==> src/rtl/mem_port_arbiter.sv <==
`default_nettype none
// ============================================================================
// Module   : mem_port_arbiter
// Purpose  : Shares one word-wide memory port between instruction fetch (I)
//            and data refill/write-back (D). D has priority; I is forced
//            through after STARVE_LIMIT consecutive D grants while it waits.
// Revision : 1.0  initial release
// ============================================================================
module mem_port_arbiter #(
    parameter int MEM_LATENCY  = 2,
    parameter int STARVE_LIMIT = 4
) (
    input  logic        clk,
    input  logic        rst_b,
    input  logic        i_req,
    input  logic [31:0] i_addr,
    output logic        i_ack,
    output logic [31:0] i_rdata,
    input  logic        d_req,
    input  logic        d_we,
    input  logic [31:0] d_addr,
    input  logic [31:0] d_wdata,
    output logic        d_ack,
    output logic [31:0] d_rdata,
    output logic [31:0] mem_addr,
    output logic [31:0] mem_wdata,
    output logic        mem_write_en,
    input  logic [31:0] mem_rdata,
    output logic        busy,
    output logic        grant_owner
);

    typedef enum logic [1:0] {
        IDLE = 2'd0,
        BUSY = 2'd1,
        DONE = 2'd2
    } state_t;

    // Counter value on the last BUSY cycle is zero, so load latency-1.
    localparam logic [3:0] LAT_LAST   = 4'(MEM_LATENCY - 1);
    localparam logic [3:0] STREAK_MAX = 4'(STARVE_LIMIT);

    state_t      state_q, state_d;
    logic [3:0]  cnt_q, cnt_d;
    logic [3:0]  streak_q, streak_d;
    logic        owner_q, owner_d;
    logic        we_q, we_d;
    logic [31:0] addr_q, addr_d;
    logic [31:0] wdata_q, wdata_d;
    logic [31:0] i_rdata_q, i_rdata_d;
    logic [31:0] d_rdata_q, d_rdata_d;
    logic        grant_to_d;

    // State and transaction registers; reset aborts any access in flight.
    always_ff @(posedge clk) begin
        if (!rst_b) begin
            state_q   <= IDLE;
            cnt_q     <= '0;
            streak_q  <= '0;
            owner_q   <= 1'b0;
            we_q      <= 1'b0;
            addr_q    <= '0;
            wdata_q   <= '0;
            i_rdata_q <= '0;
            d_rdata_q <= '0;
        end else begin
            state_q   <= state_d;
            cnt_q     <= cnt_d;
            streak_q  <= streak_d;
            owner_q   <= owner_d;
            we_q      <= we_d;
            addr_q    <= addr_d;
            wdata_q   <= wdata_d;
            i_rdata_q <= i_rdata_d;
            d_rdata_q <= d_rdata_d;
        end
    end

    // Arbitration, latency countdown and read-data capture.
    always_comb begin
        state_d    = state_q;
        cnt_d      = cnt_q;
        streak_d   = streak_q;
        owner_d    = owner_q;
        we_d       = we_q;
        addr_d     = addr_q;
        wdata_d    = wdata_q;
        i_rdata_d  = i_rdata_q;
        d_rdata_d  = d_rdata_q;
        grant_to_d = 1'b0;

        case (state_q)
            IDLE: begin
                if (i_req || d_req) begin
                    // D wins unless I has already waited through a full streak.
                    grant_to_d = d_req && !(i_req && (streak_q == STREAK_MAX));
                    owner_d    = grant_to_d;
                    addr_d     = (grant_to_d ? d_addr : i_addr) & ~32'h3;
                    we_d       = grant_to_d & d_we;
                    wdata_d    = d_wdata;
                    if (grant_to_d && i_req) begin
                        streak_d = (streak_q == STREAK_MAX) ? STREAK_MAX
                                                             : streak_q + 4'd1;
                    end else begin
                        streak_d = '0;
                    end
                    cnt_d   = LAT_LAST;
                    state_d = BUSY;
                end
            end
            BUSY: begin
                if (cnt_q == 4'd0) begin
                    if (!we_q) begin
                        if (owner_q) begin
                            d_rdata_d = mem_rdata;
                        end else begin
                            i_rdata_d = mem_rdata;
                        end
                    end
                    state_d = DONE;
                end else begin
                    cnt_d = cnt_q - 4'd1;
                end
            end
            DONE: begin
                // Requester still holds req this cycle, so always pass through IDLE.
                state_d = IDLE;
            end
            default: begin
                state_d = IDLE;
            end
        endcase
    end

    assign mem_addr     = addr_q;
    assign mem_wdata    = wdata_q;
    assign mem_write_en = (state_q == BUSY) && (cnt_q == 4'd0) && we_q;
    assign i_ack        = (state_q == DONE) && !owner_q;
    assign d_ack        = (state_q == DONE) && owner_q;
    assign i_rdata      = i_rdata_q;
    assign d_rdata      = d_rdata_q;
    assign busy         = (state_q != IDLE);
    assign grant_owner  = owner_q;

endmodule
`default_nettype wire

==> config.mk <==
export PLATFORM = sky130hd
export DESIGN_NAME = mem_port_arbiter
export DESIGN_NICKNAME = d
export VERILOG_FILES = /design/src/rtl/mem_port_arbiter.sv
export SDC_FILE = /design/constraint.sdc
export NUM_CORES = 1
export LEC_CHECK = 0
export ABC_AREA = 1
export BUFFER_PORTS_ARGS = -buffer_cell sky130_fd_sc_hd__buf_2
export CAP_MARGIN = 20
export CORE_ASPECT_RATIO = 2
export CORE_MARGIN = 3
export CORE_UTILIZATION = 46
export CTS_CLUSTER_DIAMETER = 40
export DETAILED_ROUTE_END_ITERATION = 8
export HOLD_SLACK_MARGIN = 0.05
export PLACE_DENSITY = 0.82
export SETUP_SLACK_MARGIN = 0.2
export SLEW_MARGIN = 20
export SYNTH_ARGS = -nofsm -noshare
export SYNTH_HDL_FRONTEND = slang
export SYNTH_SLANG_ARGS = --single-unit
==> constraint.sdc <==
create_clock -name clk -period 1.6 [get_ports clk]
set_input_delay 0.08 -clock clk [delete_from_list [all_inputs] [get_ports clk]]
set_output_delay 0.08 -clock clk [all_outputs]
set_load 0.05 [all_outputs]
==> out/qor.yml <==
drcViolationCount: 0
grt_remaining_overflow: 0
period_share: 0.9586
viasPerCell: 5.548
fin_setup_tns_ns: 0
vias: 7135
grt.busiest_layer: "met2"
met1_usage: 0.3050
dp_slack_ns: 0.08528
final.setup_skew_ns: 0.008178
grtUsageMet3: 0.06701
clock_latency_ns: 0.41
cts_inserted_buffers: 17
firstDrtPassIters: 7
async_reset_ff_frac: 0
path_clk_slew_ns: 0.06
path_max_fanout: 4
drtIter0Drc: 499
routabilityCongestion: 0.8349
cts_tree: "built"
dp_hpwl_um: 10870
synthDistinctLibCells: 27
yosys_register_bits: 138
root_buffer: "clkbuf_16"
crit_type: "reg2out"
die_x_um: 83.88
grt_pass1_wl_um: 33660
use_met2: 0.5649
core_area_sq_mm: 0.01177
antenna_cells: 0
nNetsFinal: 1265
required_ns: 1.52
tightestPinTransition_ns: 0.8387
critPathCaptureType: "output pin"
grt_usage: 0.3058
grt_pass1_vias: 6987
ys.flop_type: "dfxtp_1"
synthCells: 747
place_area_sq_mm: 0.006963
port_buffers: 259
synth_edf_count: 0
post_drt_wl_per_cell_um: 18.89
setup_violations: 0
power_w: 0.01152
grt_max_degree: 68
start_util: 0.4740
crit_arrival_ns: 1.45
fin_area_sq_mm: 0.009414
max-vdd-ir-drop_uv: 903.0
status: "completed"
syn_area_sq_mm: 0.005579
rows: 56
ant_nets: 0
period_minus_slack_ns: 1.534
placed_cells: 1110
antenna_found_initial: 0
worst_setup_path_start_kind: "register"
fill_cells: 694
ys_seq_area_frac: 0.4952
relSlewSlack: 0.4409
drv_cap: 0
drive_above_1_share: 0.3392
htreeDepth: 4
hp-class: "in2reg"
timing.final.ws_setup_ns: 0.06630
cts.sinks: 138
drv_slew: 0
p_per_area_mw_per_mm2: 1223
die_h_um: 161.7
instances_no_fill: 1286
power_leakage_nw: 4.563
ios: 266
wl_um: 24290
yosysWarnings: 0
fmaxAchievable_mhz: 652.0
finalHoldViolations: 0
cts_buffer_depth: 2
die-area_sq_mm: 0.01357
synth.avg_cell_area_sq_um: 7.469
area_growth_pct: 68.74
rsz0062_at_grt: "yes"
-- Yosys cell counts, drive strengths merged, types with 3 or more instances --
master  instances  area [sq um]
nand3          42         215.2
o21bai         32         240.2
nor2           75         294.0
a21oi          66         330.3
nand4          33         206.5
o21ai          34         170.2
inv            50         187.7
dfxtp         138          2763
clkbuf         17         65.06
buf            37         216.4
ha              4         50.05
nand2         211         792.0
nor3            3         15.01
-- layout make-up --
class | count | area [sq um] | area share
clock buffers | 19 | 442.9 | 0.04705
clock inverters | 13 | 167.7 | 0.01781
inverters | 50 | 200.2 | 0.02127
multi-input cells | 506 | 2601 | 0.2763
flip-flops and latches | 138 | 2774 | 0.2947
well taps | 145 | 181.4 | 0.01927
repair buffers | 415 | 3047 | 0.3236
-- flip-flops by register name (all words and copies together), names as in the netlist --
name,cells
i_rdata,32
grant_owner,1
streak_q,4
we_q,1
d_rdata,32
mem_wdata,32
cnt_q,4
state_q,2
mem_addr,30
-- cells in the final DEF (no fill, tap or decap), drive strengths merged --
cell / synthesis / routed
buf: 37 / 284
nand2: 211 / 211
dfxtp: 138 / 138
dlygate4sd3: 0 / 126
nor2: 75 / 75
a21oi: 66 / 66
inv: 50 / 52
nand3: 42 / 42
o21ai: 34 / 34
nand4: 33 / 33
o21bai: 32 / 32
clkbuf: 17 / 24
clkinv: 0 / 6
ha: 4 / 4
bufinv: 0 / 3
nor3: 3 / 3
conb: 1 / 2
clkinvlp: 0 / 2
or2: 1 / 1
xnor2: 1 / 1
nor2b: 1 / 1
xor2: 1 / 1
-- per-stage QoR --
step                      hold slack (ns)  utilization
after CTS                         0.08254       0.7707
after global placement             0.2731       0.5915
after detailed placement           0.2764       0.5915
final                             0.09876       0.7997
after floorplan                    0.1902            -
after global routing               0.1134       0.7997
-- worst paths after layout --
check | startpoint | to | slack (ns) | cells past startpoint
worst max-delay path | cnt_q[1]$_SDFFE_PN0P_ | mem_write_en | 0.07 | 8
worst min-delay path | i_req | streak_q[0]$_SDFFE_PN0P_ | 0.1 | 5
worst max register to register | streak_q[1]$_SDFFE_PN0P_ | mem_addr[20]$_SDFFE_PN0P_ | 0.15 | 8
worst min register to register | mem_wdata[11]$_SDFFE_PN0P_ | mem_wdata[11]$_SDFFE_PN0P_ | 0.44 | 2
-- cell families (layout without fill, tap and decap cells) --
kind of cell	Yosys count	in the layout	share of synthesized area
other cells	1	2	0.0006722
flops	138	138	0.4952
simple gates	366	366	0.2752
fa+ha+maj	4	4	0.008971
xor+xnor	2	2	0.003140
compound gates	132	132	0.1328
buf+inv	104	497	0.08410
-- where the power goes --
part           internal [W]  leakage [nW]  total, W  switching, W
combinational       0.00106          3.14   0.00344       0.00239
sequential          0.00379          1.13   0.00400      0.000218
clock               0.00251         0.294   0.00407       0.00156
-- worst max-delay path, stage by stage, from the launching register on --
cell,delay (ns)
dfxtp_2,0.32
inv_2,0.08
ha_4,0.14
nand2_4,0.05
inv_4,0.07
buf_6,0.10
nand2_4,0.05
nor2_4,0.08
buf_8,0.15
-- routing by layer --
| metal | wire, um | vias up |
|---|---|---|
| li1 | - | 3176 |
| met1 | 7674 | 3236 |
| met2 | 12680 | 563 |
| met3 | 2221 | 160 |
| met4 | 1722 | 0 |
| met5 | 0 | - |
-- timing repair --
item | 4_1_cts | 5_1_grt
endpoints found under the hold margin | 131 | 0
buffers inserted | 6 | 4
gates cloned | 4 | 4
resized for setup | 26 | 58
hold buffers | 126 | 0
pin swaps | 3 | 23
setup endpoints to repair | 67 | 96
(Power assumes the default switching activity.)
